File: config.mk
export PLATFORM = sky130hd
export DESIGN_NAME = uart_rx_buffer
export DESIGN_NICKNAME = d
export VERILOG_FILES = /design/src/rtl/uart_rx_buffer.sv
export SDC_FILE = /design/constraint.sdc
export NUM_CORES = 1
export LEC_CHECK = 0
export CORE_UTILIZATION = 45
export DETAILED_ROUTE_END_ITERATION = 10
export GPL_TIMING_DRIVEN = 1
export SLEW_MARGIN = 20
export SYNTH_ARGS = -nofsm -noshare
export SYNTH_HDL_FRONTEND = slang
export SYNTH_SLANG_ARGS = --single-unit
export TNS_END_PERCENT = 50
File: constraint.sdc
create_clock -name clk -period 3.6 [get_ports clk]
set_input_delay 0.72 -clock clk [delete_from_list [all_inputs] [get_ports clk]]
set_output_delay 0.72 -clock clk [all_outputs]
set_load 0.02 [all_outputs]
File: src/rtl/uart_rx_buffer.sv
// 8N1 UART receiver feeding a small FIFO with a valid/ready byte output.
// Errors are reported as single-cycle pulses one clock after the stop sample.
module uart_rx_buffer #(
    parameter int CLKS_PER_BIT = 2500,
    parameter int FIFO_DEPTH   = 4
) (
    input  logic       clk,
    input  logic       clr_n,
    input  logic       rx,
    output logic [7:0] data,
    output logic       valid,
    input  logic       ready,
    output logic       framing_error,
    output logic       overrun
);

    localparam int CW = $clog2(CLKS_PER_BIT);
    localparam int AW = $clog2(FIFO_DEPTH);
    localparam logic [CW-1:0] BIT_END  = CW'(CLKS_PER_BIT - 1);
    localparam logic [CW-1:0] HALF_END = CW'(CLKS_PER_BIT / 2 - 1);

    typedef enum logic [1:0] {
        IDLE,
        START,
        DATA,
        STOP
    } state_t;

    state_t        state;
    logic [CW-1:0] cnt;
    logic [2:0]    idx;
    logic [7:0]    sh;
    logic          rx_m;
    logic          rx_s;
    logic          rx_prev;

    logic [AW:0]   wr_ptr;
    logic [AW:0]   rd_ptr;
    logic [7:0]    mem [FIFO_DEPTH];

    logic          stop_hit;
    logic          push;
    logic          pop;
    logic          full;
    logic          wr_ok;

    always_ff @(posedge clk) begin
        if (!clr_n) begin
            rx_m    <= 1'b1;
            rx_s    <= 1'b1;
            rx_prev <= 1'b1;
        end else begin
            rx_m    <= rx;
            rx_s    <= rx_m;
            rx_prev <= rx_s;
        end
    end

    always_ff @(posedge clk) begin
        if (!clr_n) begin
            state         <= IDLE;
            cnt           <= '0;
            idx           <= '0;
            sh            <= '0;
            framing_error <= 1'b0;
        end else begin
            framing_error <= 1'b0;
            unique case (state)
                IDLE: begin
                    if (rx_prev && !rx_s) begin
                        state <= START;
                        cnt   <= '0;
                    end
                end
                START: begin
                    if (cnt == HALF_END) begin
                        cnt   <= '0;
                        idx   <= '0;
                        state <= rx_s ? IDLE : DATA;
                    end else begin
                        cnt <= cnt + 1'b1;
                    end
                end
                DATA: begin
                    if (cnt == BIT_END) begin
                        cnt <= '0;
                        sh  <= {rx_s, sh[7:1]};
                        if (idx == 3'd7) state <= STOP;
                        else             idx   <= idx + 3'd1;
                    end else begin
                        cnt <= cnt + 1'b1;
                    end
                end
                STOP: begin
                    if (cnt == BIT_END) begin
                        cnt           <= '0;
                        state         <= IDLE;
                        framing_error <= !rx_s;
                    end else begin
                        cnt <= cnt + 1'b1;
                    end
                end
                default: state <= IDLE;
            endcase
        end
    end

    // The push fires on the stop-sample edge itself so valid rises one clock later.
    assign stop_hit = (state == STOP) && (cnt == BIT_END);
    assign push     = stop_hit && rx_s;
    assign valid    = (wr_ptr != rd_ptr);
    assign pop      = valid && ready;
    assign full     = (wr_ptr[AW] != rd_ptr[AW]) &&
                      (wr_ptr[AW-1:0] == rd_ptr[AW-1:0]);
    assign wr_ok    = push && (!full || pop);
    assign data     = mem[rd_ptr[AW-1:0]];

    always_ff @(posedge clk) begin
        if (!clr_n) begin
            wr_ptr  <= '0;
            rd_ptr  <= '0;
            overrun <= 1'b0;
            for (int i = 0; i < FIFO_DEPTH; i++) mem[i] <= '0;
        end else begin
            overrun <= push && full && !pop;
            if (wr_ok) begin
                mem[wr_ptr[AW-1:0]] <= sh;
                wr_ptr              <= wr_ptr + 1'b1;
            end
            if (pop) rd_ptr <= rd_ptr + 1'b1;
        end
    end

endmodule
# --- Word level (Yosys, flattened, before mapping) ---
# Memory sizes are Yosys's and may differ from the RTL's. A register that Yosys moved wholly into a read port is not among the register bits.
# Index checks and enable logic that the tools add are counted.
totals:
  register_bits: 36
  wordCells: 75
  input_bits: 4
  mem_count: 1
  out_inout_bits: 11
  ram_bits: 32
memory_table:
  columns: ["memory", "words", "word_bits", "read_ports", "rd_ports_with_merged_regs", "wr", "line_no", "rtl"]
  rows:
  - ["mem", 4, 8, 1, 1, 4, "39", "logic [7:0] mem [FIFO_DEPTH];"]
op_classes:
  add_sub_neg: 4
  n_mux: 24
  eq_ne: 15
  reduce_logical: 20
ops:
  columns: ["cell", "n"]
  rows:
  - ["12-bit 2-to-1 mux", 3]
  - ["12-bit one-hot mux with 3 select lines", 1]
  - ["2-bit 2-to-1 mux", 9]
  - ["12-bit by 1-bit adder with 12-bit output, second input constant", 1]
  - ["12-bit by 11-bit == test with 1-bit output, second input constant", 1]
  - ["12-bit == test, second input constant", 1]
  - ["2-bit inequality test, second input constant", 6]
  - ["3-bit by 1-bit adder with 3-bit output, second input constant", 3]
  - ["3-bit 2-to-1 mux", 3]
  - ["1-bit logical AND", 8]
  - ["8-bit 2-to-1 mux", 1]
  - ["2-bit one-hot mux with 4 select lines", 1]
  - ["8-bit OR reduction", 1]
  - ["3-bit one-hot mux with 2 select lines", 1]
  - ["1-bit 2-to-1 mux", 5]
  - ["5-bit AND reduction", 1]
  - ["2-bit == test, second input constant", 2]
  - ["4-bit AND reduction", 1]
  - ["3-bit == test, second input constant", 1]
  - ["1-bit zero test", 3]
  - ["3-bit inequality test", 1]
  - ["3-bit AND reduction", 1]
  - ["2-bit by 1-bit == test with 1-bit output, second input constant", 1]
  - ["2-bit == test", 1]
  - ["6 further kinds", 6]

# --- Logic depth before layout (Yosys ltp) ---
# Gate-level depths: netlist of the first run.
logic_depth:
  depth_word: 10
  ltp_mapped: 9
  ltp_nobuf: 7

# --- Worst setup path before layout of the first run ---
# Ideal clock, no wire load.
synth_timing:
  kind: "register to register"
  start: "register cnt[0]"
  end: "memory mem[3][0] (enable)"
  arrival_time_ns: 2.370
  required_time_ns: 3.216
  synth_period_minus_slack_ns: 2.754
  stages_incl_launch_ff: 8
  setup_slack_ns: 0.846
  n_path_buf: 2
  setup_time_ns: 0.384
  path_cell_list: "dfxtp_1 ha_1 and4bb_2 nand4_2 or3_1 buf_2 clkbuf_1 o21ai_0"
synth_rtl:
  columns: ["element", "line_no", "rtl"]
  rows:
  - ["start: declaration", "30", "logic [CW-1:0] cnt;"]
  - ["start signal: assignment", "81", "cnt <= cnt + 1'b1;"]
  - ["start signal: assignment", "91", "cnt <= cnt + 1'b1;"]
  - ["start signal: assignment", "100", "cnt <= cnt + 1'b1;"]
  - ["end: declaration", "39", null]

==> results of run 1 <==
[sequential cells by signal, summed over array words and instances, names as in the netlist, named ones only]
register / cells
mem: 32
cnt: 12
sh: 8
idx: 3
rd_ptr: 3
wr_ptr: 3
framing_error: 1
overrun: 1
rx_m: 1
rx_prev: 1
rx_s: 1
state: 1
[worst max-delay path: stages (launching register included)]
cell	delay, ns
dfxtp_1	0.41
ha_1	0.26
and4bb_2	0.32
nand4_2	0.15
or3_1	0.60
or3b_1	0.54
nand2_1	0.30
[Yosys cell counts, types with 2 or more instances]
cell,number
buf_6,2
nand4_1,3
mux4_2,8
nand2b_1,6
nor2b_1,2
and2_1,3
nor2_2,8
buf_2,2
o21ai_0,5
and4_1,4
nand2_1,32
or3b_1,2
nand3_1,17
clkbuf_1,11
a21oi_1,9
xor2_1,5
nand4b_1,4
or3_1,3
and4b_1,2
mux2i_1,12
edfxtp_1,32
a31oi_1,6
and3_1,2
nor2_1,51
xnor2_1,2
inv_1,3
ha_1,6
nand3b_1,4
dfxtp_1,38
[power by group]
group          switching (mW)  internal (mW)  total [mW]
combinational          0.0424         0.0284      0.0709
sequential             0.0115          0.851       0.862
clock                   0.304          0.323       0.627
total                   0.358           1.20        1.56
[cell families (layout without fill, tap and decap cells)]
group	after synthesis	in the layout	share of synthesized area [%]
simple gates	150	150	24.5
flops	70	70	54.0
compound gates	26	26	4.98
mux	20	20	9.41
buf+inv	20	39	2.90
xor+xnor	7	7	1.92
fa+ha+maj	6	6	2.35
[placed cells by master (no fill, tap or decap), types with 3 or more instances in the layout]
cell and n:
edfxtp_1 32, a21oi_1 9, xor2_1 5, dfxtp_1 38, clkdlybuf4s50_1 14, nor2_1 51
nand4b_1 4, clkinvlp_4 3, nor2_2 8, or3_1 3, and4_1 4, nand3_1 17
ha_1 6, mux2i_1 12, clkbuf_8 9, nand3b_1 4, buf_4 5, o21ai_0 5
a31oi_1 6, mux4_2 8, nand4_1 3, and2_1 3, nand2b_1 6, nand2_1 32
inv_1 3
[area by class of cell]
type | count | area share, %
Tap cell | 96 | 3.33
Clock inverter | 6 | 1.94
Clock buffer | 10 | 3.54
Multi-Input combinational cell | 209 | 38.1
Inverter | 4 | 0.416
Sequential cell | 70 | 47.7
Timing Repair Buffer | 19 | 4.92
[final timing paths]
| path | startpoint | to |
|---|---|---|
| min | rx_m$_SDFF_PN1_ | rx_s$_SDFF_PN1_ |
| max reg2reg | cnt[0]$_SDFFE_PN0P_ | mem[1][6]$_SDFFCE_PN0P_ |
| max | cnt[0]$_SDFFE_PN0P_ | mem[1][6]$_SDFFCE_PN0P_ |
| min reg2reg | rx_m$_SDFF_PN1_ | rx_s$_SDFF_PN1_ |
[metal layers]
layer	wire (um)	GRT usage [%]
met1	2750	23.6
met2	2850	29.1
met3	111	3.43
met4	116	8.64
met5	0	0
==> summary.txt, run 1 <==
Global route
  – Initial antenna violation count: 0
  – First-pass GRT wire length: 10,100 um
  – Vias in the first global route: 2,008
  – GRT Overall Usage: 18.1%
  – Largest net degree at the start of global routing: 26
  – Congestion Overflow GR: 0

Timing
  – Relative slew slack: 47.8%
  – Hold Fails Final Rpt: 0
  – Post-route setup slack: 0.691 ns
  – Final-report setup violation count: 0
  – Fin crit share: 80.8%
  – Fmax: 344 MHz
  – Post-Route Skew: 0.0114 ns
  – Final Critical Period: 2.91 ns
  – RSZ-0062 raised after global routing: no
  – Total Neg Setup Slack: 0 ns
  – Worst hold slack: 0.409 ns
  – Worst Tran Pin Value: 0.781 ns
  – Max Slew Vio Count: 0

Critical path
  – Worst setup SP type: flip-flop
  – Nature of the critical path endpoint: flip-flop
  – CP max FO: 13
  – Worst path arrival time: 2.92 ns
  – Crit Path Category: flip-flop to flip-flop
  – Worst path required time: 3.61 ns
  – R2R setup slack: 0.69 ns
  – Register-to-Register Path Depth: 6

Detailed routing
  – First DRT Iteration DRCs: 116
  – DRC: 0
  – Final WL: 5820 um
  – DRT Pass-1 Iters: 4
  – Per-cell routed wire length: 14.1 um
  – Routed Antenna Nets: 0
  – Vias: 2,142
  – Routed vias/inst: 5.17

Floorplan
  – Initial Utilization: 46.7%
  – Die H: 86.2 um
  – I/O Pins: 15
  – Row cnt: 30
  – Die footprint: 0.00743 mm^2
  – Core area: 0.00683 mm^2
  – DIE WIDTH: 86.2 um

Yosys
  – Post-synth top flop: dfxtp_1
  – Synth Cell Area: 0.00319 mm^2
  – Post-synthesis average cell area: 10.7 um^2
  – Sequential share of the synthesized area: 54.0%
  – Top post-synthesis cells by area: edfxtp_1 30%, dfxtp_1 24%, nor2_1 6.0%
  – Synth top area share: 30.1%
  – Post-synth cell types: 44
  – Post-synthesis sequential element count: 70
  – Net Count, Synth: 309
  – Most area-hungry cell type in the Yosys netlist: edfxtp_1
  – Synth Instances: 299
  – Async set-reset flop share out of synthesis: 0%
  – Synth warn: 0
  – Post-synth EDFFs: 32

Clock network
  – CTS Root Cell: clkbuf_8
  – Post CTS Setup Buffer Count: 0
  – CTS buffer count: 9
  – CTS H-tree depth: 3
  – Clock Latency Late Sink: 0.34 ns
  – # clock sinks: 70
  – Post-CTS Resized: 0
  – CTS tree: built
  – Max Buffers Root-to-Sink: 2
  – Cts hold-fix bufs: 0
  – CTS clk-pin slew, worst paths: 0.07 ns

Layout
  – Final instance area: 0.00361 mm^2
  – Multi-input logic area: 0.00138 mm^2
  – Nets: 323
  – Reg area: 0.00172 mm^2
  – Layout cells sized above 1: 13.2%
  – Area Growth Syn to Fin: 13.1%
  – Final core occ: 52.8%
  – Antenna Cells: 0
  – Final Non-Filler Cells: 414
  – Fillers: 634

Power and ir drop
  – Tot Pwr: 1.56 mW
  – Worst VDD drop: 0.000283 V
  – Static Leak: 1.17 nW
  – Power density cells: 432 mW/mm^2

Run status
  – Outcome: finished, final reports clean

Job
  – Max cap viols: 0

Placement
  – Placed Instance Area: 0.00341 mm^2
  – HPWL Detailed: 4070 um
  – GPL Wtd Cong: 0.794
  – Count of buffers from port buffering: 14
  – DP Worst Slack: 0.430 ns
  – DP Cell Count: 398

Min path
  – Hold WC Path Type: flip-flop to flip-flop
  – Hold Path Cell Cnt: 1
No activity file was read; power rests on OpenSTA's default activity.
==> run 2, diff against run 1 <==
==> constraint.sdc (replaced) <==
create_clock -name clk -period 2.4 [get_ports clk]
set_input_delay 0.48 -clock clk [delete_from_list [all_inputs] [get_ports clk]]
set_output_delay 0.48 -clock clk [all_outputs]
set_load 0.02 [all_outputs]
==> summary.txt, run 2 (same netlist as run 1, synthesis figures left out) <==
Layout
  – Fillers: 620
  – Area Growth Syn to Fin: 20.2%
  – Multi-input logic area: 0.00141 mm^2
  – Register bank with the most flops: mem
  – Largest regs: mem x32, cnt x12, sh x8
  – Commonest non-fill, non-tap cell in the layout: nor2_1
  – Most frequent cells in the layout: 51 x nor2_1, 36 x dfxtp_1, 32 x edfxtp_1
  – Nets: 347
  – Antenna Cells: 0
  – Layout cells sized above 1: 21.6%
  – Reg area: 0.00172 mm^2
  – Max FFs per register: 32

Timing
  – Worst Tran Pin Value: 0.531 ns
  – Hold Fails Final Rpt: 0
  – Final Critical Period: 2.26 ns
  – Fmax: 443 MHz
  – Fin crit share: 94.0%
  – Final-report setup violation count: 0
  – Post-route setup slack: 0.144 ns
  – Max Slew Vio Count: 0
  – Post-Route Skew: 0.00528 ns
  – Relative slew slack: 64.5%
  – RSZ-0062 raised after global routing: no

Global route
  – GRT Overall Usage: 17.7%
  – Vias in the first global route: 2,133
  – Largest net degree at the start of global routing: 25
  – Initial antenna violation count: 0
  – First-pass GRT wire length: 10,100 um
  – Congestion Overflow GR: 0

Detailed routing
  – Vias: 2,239
  – First DRT Iteration DRCs: 144
  – Routed Antenna Nets: 0
  – Routed vias/inst: 5.11
  – Per-cell routed wire length: 13.7 um
  – DRC: 0
  – DRT Pass-1 Iters: 6
  – Final WL: 6010 um

Clock network
  – CTS clk-pin slew, worst paths: 0.08 ns
  – CTS buffer count: 9
  – CTS tree: built
  – # clock sinks: 70
  – Clock Latency Late Sink: 0.34 ns
  – CTS Root Cell: clkbuf_8
  – Max Buffers Root-to-Sink: 2
  – CTS H-tree depth: 3

Power and ir drop
  – Sequential fraction of design power: 55.4%
  – Internal power: 1.79 mW
  – Static Leak: 1.32 nW
  – Clock power frac: 39.3%
  – Sw Share: 23.1%
  – NetSw: 0.539 mW
  – Tot Pwr: 2.33 mW
  – Worst VDD drop: 0.000293 V
  – Power density cells: 608 mW/mm^2
  – Combinational Power Share: 5.4%

Critical path
  – Crit Path Category: flip-flop to flip-flop
  – CP max FO: 8
  – Worst path required time: 2.44 ns
  – Worst path arrival time: 2.30 ns
  – Nature of the critical path endpoint: flip-flop
  – Worst setup SP type: flip-flop

Job
  – Max cap viols: 0

Floorplan
  – Row cnt: 30
  – Initial Utilization: 46.7%
  – I/O Pins: 15
  – Die footprint: 0.00743 mm^2
  – Die H: 86.2 um
  – DIE WIDTH: 86.2 um
  – Core area: 0.00683 mm^2

Placement
  – GPL Wtd Cong: 0.834
  – Count of buffers from port buffering: 14
  – DP Worst Slack: -0.147 ns
  – HPWL Detailed: 4280 um

Min path
  – Hold WC Path Type: flip-flop to flip-flop

Run status
  – Outcome: finished, final reports clean
-- run 2: worst max-delay path, stage by stage (launching register included) --
cell and delay, ns:
dfxtp_2 0.35, ha_4 0.16, and4bb_2 0.25, nand4_2 0.15, or3_4 0.46, or3b_1 0.39
nand2_2 0.19
-- run 2: path summary, 6_finish.rpt --
kind,depth (start not counted),slack [ns],end,startpoint
worst max-delay path,6,0.14,mem[1][6]$_SDFFCE_PN0P_,cnt[1]$_SDFFE_PN0P_
worst min-delay path,1,0.42,rx_s$_SDFF_PN1_,rx_m$_SDFF_PN1_
worst max register to register,6,0.14,mem[1][6]$_SDFFCE_PN0P_,cnt[1]$_SDFFE_PN0P_
worst min register to register,1,0.42,rx_s$_SDFF_PN1_,rx_m$_SDFF_PN1_
-- run 2: power groups by stage --
| stage | Clock (mW) | Sequential (mW) | Combinational [mW] |
|---|---|---|---|
| after floorplan | 0 | 1.31 | 0.0712 |
| after global placement | 0 | 1.32 | 0.132 |
| after detailed placement | 0 | 1.32 | 0.132 |
| after CTS | 0.937 | 1.29 | 0.126 |
| after global routing | 0.981 | 1.29 | 0.137 |
| final | 0.916 | 1.29 | 0.126 |
-- run 2: what timing repair did --
action	4_1_cts	5_1_grt
setup endpoints to repair	8	32
setup buffers	0	0
hold buffers	0	0
gates cloned	0	0
gates resized for setup	8	1
-- run 2: layer usage --
metal	up-vias	GRT usage, %	wire length [um]
li1	1136	-	-
met1	1052	21.8	2780
met2	42	30.3	3000
met3	9	3.24	149
met4	0	8.48	87
met5	-	0	0
-- run 2: through the flow --
| stage | cell area, um^2 | util, % | TNS [ns] | std cells | hold WS, ns |
|---|---|---|---|---|---|
| 3_3_place_gp | 3640 | 53.4 | -2.34 | 422 | 0.403 |
| 4_1_cts | 3830 | 56.0 | 0 | 438 | 0.414 |
| 3_5_place_dp | 3640 | 53.4 | -4.35 | 422 | 0.397 |
| 6_report | 3830 | 56.1 | 0 | 438 | 0.415 |
| 5_1_grt | 3830 | 56.1 | 0 | 438 | 0.443 |
| 2_1_floorplan | 3220 | - | -0.138 | 299 | 0.386 |
-- run 2: cell type report --
cell class | instances | area share [%]
clock buffer | 11 | 4.24
tap | 96 | 3.13
sequential | 70 | 45.0
clock inverter | 5 | 0.816
inverter | 4 | 0.392
timing repair buffer | 43 | 9.73
multi-input combinational | 209 | 36.7
